==> config.mk <==
export PLATFORM = sky130hd
export DESIGN_NAME = subterranean_stream_buffer_flat
export DESIGN_NICKNAME = d
export VERILOG_FILES = /design/src/rtl/subterranean_stream_defs.sv /design/src/rtl/subterranean_stream_buffer_if.sv /design/src/rtl/subterranean_stream_fifo_mem.sv /design/src/rtl/subterranean_stream_buffer.sv /design/src/flat_wrapper.sv
export SDC_FILE = /design/constraint.sdc
export NUM_CORES = 1
export LEC_CHECK = 0
export ABC_AREA = 1
export CAP_MARGIN = 20
export CORE_UTILIZATION = 40
export CTS_CLUSTER_SIZE = 14
export DETAILED_ROUTE_END_ITERATION = 8
export PLACE_DENSITY = 0.74
export SLEW_MARGIN = 20
export SYNTH_ARGS = -nofsm -noshare
export SYNTH_HDL_FRONTEND = slang
export SYNTH_SLANG_ARGS = --single-unit
==> constraint.sdc <==
create_clock -name clk -period 9.6 [get_ports clk]
set_input_delay 1.92 -clock clk [delete_from_list [all_inputs] [get_ports clk]]
set_output_delay 1.92 -clock clk [all_outputs]
set_load 0.005 [all_outputs]
==> src/rtl/subterranean_stream_defs.sv <==
// Shared definitions for the Subterranean stream buffer: drain-mode encoding
// and the ceiling-log2 helper used to size pointers and counters.
package subterranean_stream_defs;

  typedef enum logic {
    MODE_WORD = 1'b0,
    MODE_BYTE = 1'b1
  } drain_mode_e;

  function automatic int clog2(input int value);
    int result;
    int rem;
    result = 0;
    rem    = value - 1;
    while (rem > 0) begin
      result = result + 1;
      rem    = rem >> 1;
    end
    return result;
  endfunction

endpackage

==> src/rtl/subterranean_stream_buffer_if.sv <==
// Input and output stream handshakes of the Subterranean stream buffer.
// The buffer is the slave of both streams; the surrounding datapath is the master.
interface subterranean_stream_buffer_if
  import subterranean_stream_defs::*;
#(
  parameter int G_WORD_BYTES = 4,
  parameter int G_SIZE_BITS  = clog2(G_WORD_BYTES + 1)
);

  logic [8*G_WORD_BYTES-1:0] din;
  logic [G_SIZE_BITS-1:0]    din_size;
  logic                      din_last;
  logic                      din_valid;
  logic                      din_ready;
  logic [8*G_WORD_BYTES-1:0] dout;
  logic [G_SIZE_BITS-1:0]    dout_size;
  logic                      dout_last;
  logic                      dout_valid;
  logic                      dout_ready;

  modport slave (
    input  din, din_size, din_last, din_valid, dout_ready,
    output din_ready, dout, dout_size, dout_last, dout_valid
  );

  modport master (
    output din, din_size, din_last, din_valid, dout_ready,
    input  din_ready, dout, dout_size, dout_last, dout_valid
  );

endinterface

==> src/rtl/subterranean_stream_fifo_mem.sv <==
// Entry storage for the stream buffer: one synchronous write port and an
// asynchronous read port. Storage is deliberately not reset.
module subterranean_stream_fifo_mem #(
  parameter int G_DEPTH     = 2,
  parameter int G_WIDTH     = 36,
  parameter int G_ADDR_BITS = 1
) (
  input  logic                   clk,
  input  logic                   we,
  input  logic [G_ADDR_BITS-1:0] waddr,
  input  logic [G_WIDTH-1:0]     wdata,
  input  logic [G_ADDR_BITS-1:0] raddr,
  output logic [G_WIDTH-1:0]     rdata
);

  logic [G_WIDTH-1:0] mem_r [G_DEPTH];

  // entry write
  always_ff @(posedge clk) begin
    if (we) begin
      mem_r[waddr] <= wdata;
    end
  end

  assign rdata = mem_r[raddr];

endmodule

==> src/rtl/subterranean_stream_buffer.sv <==
// Input-side FIFO for the Subterranean datapath, draining either whole words
// or single bytes (LSB first) toward the permutation core.
module subterranean_stream_buffer
  import subterranean_stream_defs::*;
#(
  parameter int G_WORD_BYTES = 4,
  parameter int G_DEPTH      = 2,
  parameter int G_SIZE_BITS  = clog2(G_WORD_BYTES + 1),
  parameter int G_CNT_BITS   = clog2(G_DEPTH + 1)
) (
  input  logic                  clk,
  input  logic                  arstn,
  input  logic                  flush,
  input  logic                  mode,
  subterranean_stream_buffer_if.slave bus,
  output logic [G_CNT_BITS-1:0] occupancy
);

  localparam int DW        = 8 * G_WORD_BYTES;
  localparam int EW        = DW + G_SIZE_BITS + 1;
  localparam int PTR_BITS  = clog2(G_DEPTH);

  logic [PTR_BITS-1:0]    wr_ptr_r, rd_ptr_r;
  logic [G_CNT_BITS-1:0]  occ_r;
  logic [G_SIZE_BITS-1:0] off_r;
  drain_mode_e            mode_r;

  logic [EW-1:0]          wdata_s, rdata_s;
  logic [DW-1:0]          masked_s, head_data_s;
  logic [G_SIZE_BITS-1:0] size_clamp_s, head_size_s;
  logic                   head_last_s;
  logic [7:0]             head_byte_s;
  logic                   active_s, hs_s, pop_s, push_s, ready_s, byte_end_s;

  // clamp incoming size and zero every byte at or beyond it
  always_comb begin
    size_clamp_s = (bus.din_size > G_SIZE_BITS'(G_WORD_BYTES)) ?
                   G_SIZE_BITS'(G_WORD_BYTES) : bus.din_size;
    masked_s = '0;
    for (int i = 0; i < G_WORD_BYTES; i++) begin
      masked_s[8*i +: 8] = bus.din[8*i +: 8] & {8{G_SIZE_BITS'(i) < size_clamp_s}};
    end
    wdata_s = {bus.din_last, size_clamp_s, masked_s};
  end

  subterranean_stream_fifo_mem #(
    .G_DEPTH     (G_DEPTH),
    .G_WIDTH     (EW),
    .G_ADDR_BITS (PTR_BITS)
  ) u_mem (
    .clk   (clk),
    .we    (push_s),
    .waddr (wr_ptr_r),
    .wdata (wdata_s),
    .raddr (rd_ptr_r),
    .rdata (rdata_s)
  );

  assign {head_last_s, head_size_s, head_data_s} = rdata_s;

  // head byte select, handshake and pop/push decisions
  always_comb begin
    head_byte_s = 8'h00;
    for (int i = 0; i < G_WORD_BYTES; i++) begin
      head_byte_s = head_byte_s | (head_data_s[8*i +: 8] & {8{off_r == G_SIZE_BITS'(i)}});
    end
    // a size-0 entry ends on its single beat
    byte_end_s = (head_size_s == '0) || ((off_r + G_SIZE_BITS'(1)) >= head_size_s);
    active_s   = !arstn && (occ_r != '0);
    hs_s       = active_s && bus.dout_ready;
    pop_s      = hs_s && ((mode_r == MODE_WORD) || byte_end_s);
    ready_s    = !arstn && !flush && ((occ_r < G_CNT_BITS'(G_DEPTH)) || pop_s);
    push_s     = bus.din_valid && ready_s;
  end

  // output beat formatting for the active drain mode
  always_comb begin
    bus.dout       = '0;
    bus.dout_size  = '0;
    bus.dout_last  = 1'b0;
    bus.dout_valid = 1'b0;
    if (active_s) begin
      bus.dout_valid = 1'b1;
      case (mode_r)
        MODE_WORD: begin
          bus.dout      = head_data_s;
          bus.dout_size = head_size_s;
          bus.dout_last = head_last_s;
        end
        MODE_BYTE: begin
          bus.dout      = DW'(head_byte_s);
          bus.dout_size = (head_size_s == '0) ? G_SIZE_BITS'(0) : G_SIZE_BITS'(1);
          bus.dout_last = head_last_s && byte_end_s;
        end
        default: begin
          bus.dout_valid = 1'b0;
        end
      endcase
    end else begin
      bus.dout_valid = 1'b0;
    end
  end

  assign bus.din_ready = ready_s;
  assign occupancy     = occ_r;

  // pointers, occupancy, byte offset and latched drain mode
  always_ff @(posedge clk) begin
    if (arstn) begin
      wr_ptr_r <= '0;
      rd_ptr_r <= '0;
      occ_r    <= '0;
      off_r    <= '0;
      mode_r   <= MODE_WORD;
    end else if (flush) begin
      wr_ptr_r <= '0;
      rd_ptr_r <= '0;
      occ_r    <= '0;
      off_r    <= '0;
    end else begin
      if (push_s) begin
        wr_ptr_r <= wr_ptr_r + PTR_BITS'(1);
      end
      if (pop_s) begin
        rd_ptr_r <= rd_ptr_r + PTR_BITS'(1);
      end
      case ({push_s, pop_s})
        2'b10:   occ_r <= occ_r + G_CNT_BITS'(1);
        2'b01:   occ_r <= occ_r - G_CNT_BITS'(1);
        default: occ_r <= occ_r;
      endcase
      if (pop_s) begin
        off_r <= '0;
      end else if (hs_s) begin
        off_r <= off_r + G_SIZE_BITS'(1);
      end
      // mode only follows the input while nothing is buffered
      if (occ_r == '0) begin
        mode_r <= drain_mode_e'(mode);
      end
    end
  end

endmodule

==> src/flat_wrapper.sv <==
// flat-port wrapper written by rule: the top's interface ports become plain ports
module subterranean_stream_buffer_flat import subterranean_stream_defs::*;
#(
  parameter int G_WORD_BYTES = 4,
  parameter int G_DEPTH      = 2,
  parameter int G_SIZE_BITS  = clog2(G_WORD_BYTES + 1),
  parameter int G_CNT_BITS   = clog2(G_DEPTH + 1)
)
  (clk, arstn, flush, mode, occupancy, bus_din, bus_din_size, bus_din_last, bus_din_valid, bus_dout_ready, bus_din_ready, bus_dout, bus_dout_size, bus_dout_last, bus_dout_valid);
  subterranean_stream_buffer_if #(.G_WORD_BYTES(G_WORD_BYTES), .G_SIZE_BITS(G_SIZE_BITS)) bus_i ();
  input  logic clk;
  input  logic arstn;
  input  logic flush;
  input  logic mode;
  output logic [G_CNT_BITS-1:0] occupancy;
  input wire logic [$bits(bus_i.din)-1:0] bus_din;
  input wire logic [$bits(bus_i.din_size)-1:0] bus_din_size;
  input wire logic [$bits(bus_i.din_last)-1:0] bus_din_last;
  input wire logic [$bits(bus_i.din_valid)-1:0] bus_din_valid;
  input wire logic [$bits(bus_i.dout_ready)-1:0] bus_dout_ready;
  output wire logic [$bits(bus_i.din_ready)-1:0] bus_din_ready;
  output wire logic [$bits(bus_i.dout)-1:0] bus_dout;
  output wire logic [$bits(bus_i.dout_size)-1:0] bus_dout_size;
  output wire logic [$bits(bus_i.dout_last)-1:0] bus_dout_last;
  output wire logic [$bits(bus_i.dout_valid)-1:0] bus_dout_valid;
  assign bus_i.din = bus_din;
  assign bus_i.din_size = bus_din_size;
  assign bus_i.din_last = bus_din_last;
  assign bus_i.din_valid = bus_din_valid;
  assign bus_i.dout_ready = bus_dout_ready;
  assign bus_din_ready = bus_i.din_ready;
  assign bus_dout = bus_i.dout;
  assign bus_dout_size = bus_i.dout_size;
  assign bus_dout_last = bus_i.dout_last;
  assign bus_dout_valid = bus_i.dout_valid;
  subterranean_stream_buffer #(.G_WORD_BYTES(G_WORD_BYTES), .G_DEPTH(G_DEPTH), .G_SIZE_BITS(G_SIZE_BITS), .G_CNT_BITS(G_CNT_BITS)) u_core (.clk(clk), .arstn(arstn), .flush(flush), .mode(mode), .bus(bus_i), .occupancy(occupancy));
endmodule
==> impl_metrics.yaml <==
sta:
  rsz0062_at_grt: "no"
  period_share: 0.642
  finalSetupViolCount: 0
  setup_tns_ps: 0
  hold_viol: 0
  slew_viol_final: 0
  relSlewSlack: 0.383
  holdWs_ps: 476
  max_freq_mhz: 162
  worst_pin_slew_ps: 923
  finalCriticalPeriod_ps: 6160
  skew_ps: 11.8
floorplan:
  die-height_um: 100
  start_util: 0.415
  io_pins: 82
  rows: 35
  core_area_sq_mm: 0.00928
  dieArea_sq_mm: 0.0100
  fp.dieW_um: 100
critical_path:
  reg2reg_depth: 21
  crit_path_end_kind: "primary output"
  rrSetupSlack_ps: 6510
  crit_path_start_kind: "primary input"
  crit_type: "in -> out"
  r2r_end: "u_core.occupancy[1]"
  cp_data_required_time_ps: 7680
  crit_fanout: 26
  arrival_ps: 4240
detailed_routing:
  drt_pass1_iterations: 4
  drc: 0
  totalWireLength_mm: 8.84
  vias: 2802
  vias_per_cell: 4.78
  drt_iter0_drc: 161
  drtAntennaViolNets: 0
  wl_per_cell_um: 15.1
global_route:
  grt_util_met3: 0.0376
  use_met1: 0.237
  grt_max_degree: 37
  gr-usage-met2: 0.321
  busiest_layer: "met2"
  antenna_found_initial: 0
  track_usage: 0.186
  grt_pass1_wl_mm: 13.9
  grt_pass1_vias: 2766
  grt_overflow: 0
yosys:
  yosysMostFrequentCell: "edfxtp_1"
  netlist_top_cells_count: "edfxtp_1, nor2_1, inv_1, nand2_1, a21oi_1"
  yosysSeqAreaShare: 0.608
  syn_inst: 369
  syn_nets: 420
  syn_area_per_cell_sq_um: 10.4
  synth_cell_types: 31
  synth_largest_area_cell: "edfxtp_1"
  yosysTopAreaCellShare: 0.561
  ys_warn_count: 0
  ys_ff_latch: 81
  synth_ff_type: "edfxtp_1"
  synth_edf_count: 72
  synthTopCellsByArea: "edfxtp_1, nor2_1, inv_1"
  synth_area_sq_mm: 0.00385
  async_flop_share: 0
place:
  gp_congestion: 0.834
  io_buffers: 81
  dp_hpwl_mm: 6.11
clocking:
  clockBufferDepth: 2
  cts-root-buf: "clkbuf_8"
  cts_buffers: 9
  cts_resized: 0
  clk_latency_ps: 350
  cts-htree-levels: 3
  cts_setup_buffers: 0
  ctsHoldBuffers: 0
  path_clk_slew_ps: 80
  cts_tree: "done"
  clkSinkCount: 81
min_path:
  min_path_type: "reg -> reg"
  hold_path.startpoint: "u_core.rd_ptr_r"
  hold_depth: 1
outcome:
  status: "complete, no violations"
power:
  powerDensity_mw_per_mm2: 143
  ir_drop_v: 0.0000838
  p_leak_nw: 1.94
finish:
  drive_gt1_frac: 0.101
  syn_to_final_growth_pct: 29.6
  final_nets: 503
  antenna_cells: 0
run:
  cap_violations: 0
-- metrics by stage --
stage | cell area [sq um] | std cells | util | total power (W) | worst slack [ps]
floorplan | 3850 | 369 | - | 0.000423 | 5090
global placement | 4770 | 570 | 0.514 | 0.000449 | 3520
detailed placement | 4770 | 570 | 0.514 | 0.000451 | 3490
CTS | 4990 | 586 | 0.537 | 0.000721 | 3480
global route | 4990 | 586 | 0.538 | 0.000738 | 3300
finish | 4990 | 586 | 0.538 | 0.000716 | 3440
-- flip-flops by register name, indices dropped and copies added, names as in the netlist, named ones only --
name,count
u_core.wr_ptr_r,1
u_core.off_r,3
u_core.occupancy,2
u_core.mode_r,1
u_core.u_mem.mem_r,72
u_core.rd_ptr_r,1
-- per-layer routing --
metal / wire length [um] / share of wire
met4: 83 / 0.0094
met3: 504 / 0.057
met5: 0 / 0
met2: 4390 / 0.50
met1: 3860 / 0.44
-- kinds of logic after synthesis --
| group | Yosys count | synth area share |
|---|---|---|
| fa+ha+maj | 9 | 0.0292 |
| compound gates | 61 | 0.0893 |
| xor+xnor | 1 | 0.00227 |
| mux | 13 | 0.0338 |
| buf+inv | 72 | 0.0796 |
| simple gates | 132 | 0.158 |
| flops | 81 | 0.608 |
-- area by class of cell --
class                   count  area, sq um
clock buffers              10          128
well taps                 129          161
repair buffers             84          833
multi-input cells         216         1210
fillers                   848         4290
flip-flops and latches     81         2340
inverters                  60          228
clock inverters             6         88.8
-- power by group --
part | total (W) | leakage, nW | switching [W] | internal, W
Combinational | 0.0000505 | 1.10 | 0.0000248 | 0.0000258
Sequential | 0.000393 | 0.735 | 0.00000246 | 0.000390
Clock | 0.000272 | 0.105 | 0.000125 | 0.000148
Total | 0.000716 | 1.94 | 0.000152 | 0.000563
-- cells in the final DEF, fill, tap and decap left out --
cell type        instances
inv_6                    2
nand2_1                 31
clkbuf_1                 1
nand3_4                  1
dfxtp_1                  9
inv_2                    3
inv_1                   56
o211ai_1                 9
buf_4                    3
a21boi_0                 1
nor2_1                  68
o21ai_2                  1
inv_4                    1
or2_2                   12
clkinvlp_4               1
o21ai_1                 14
o22ai_1                  8
o21ai_0                 11
nand2_2                  3
clkdlybuf4s50_1         81
bufinv_16                2
a21oi_1                 17
nand3_2                  2
mux2i_1                 13
xor2_1                   1
or2_1                    7
nand4_1                  1
clkinv_1                 1
nor2_4                   1
nand2_4                  2
ha_1                     9
clkbuf_8                 9
nor3_2                   1
nor3_1                   1
nor2_2                   2
edfxtp_1                72
-- how the worst max path moves through the flow --
stage	from	to	slack [ps]	cells past startpoint
4_1_cts	arstn	bus_dout[9]	3480	7
3_3_place_gp	arstn	bus_dout[13]	3520	7
3_5_place_dp	arstn	bus_dout[9]	3490	7
5_1_grt	arstn	bus_dout[13]	3300	7
2_1_floorplan	arstn	bus_dout[17]	5090	6
6_report	arstn	bus_dout[13]	3440	7
-- critical path: stages --
cell and delay, ps:
clkdlybuf4s50_1 430, inv_1 90, o21ai_2 190, inv_2 130, nand2_1 540, nor2_1 380
clkdlybuf4s50_1 560
(Power assumes the default switching activity.)
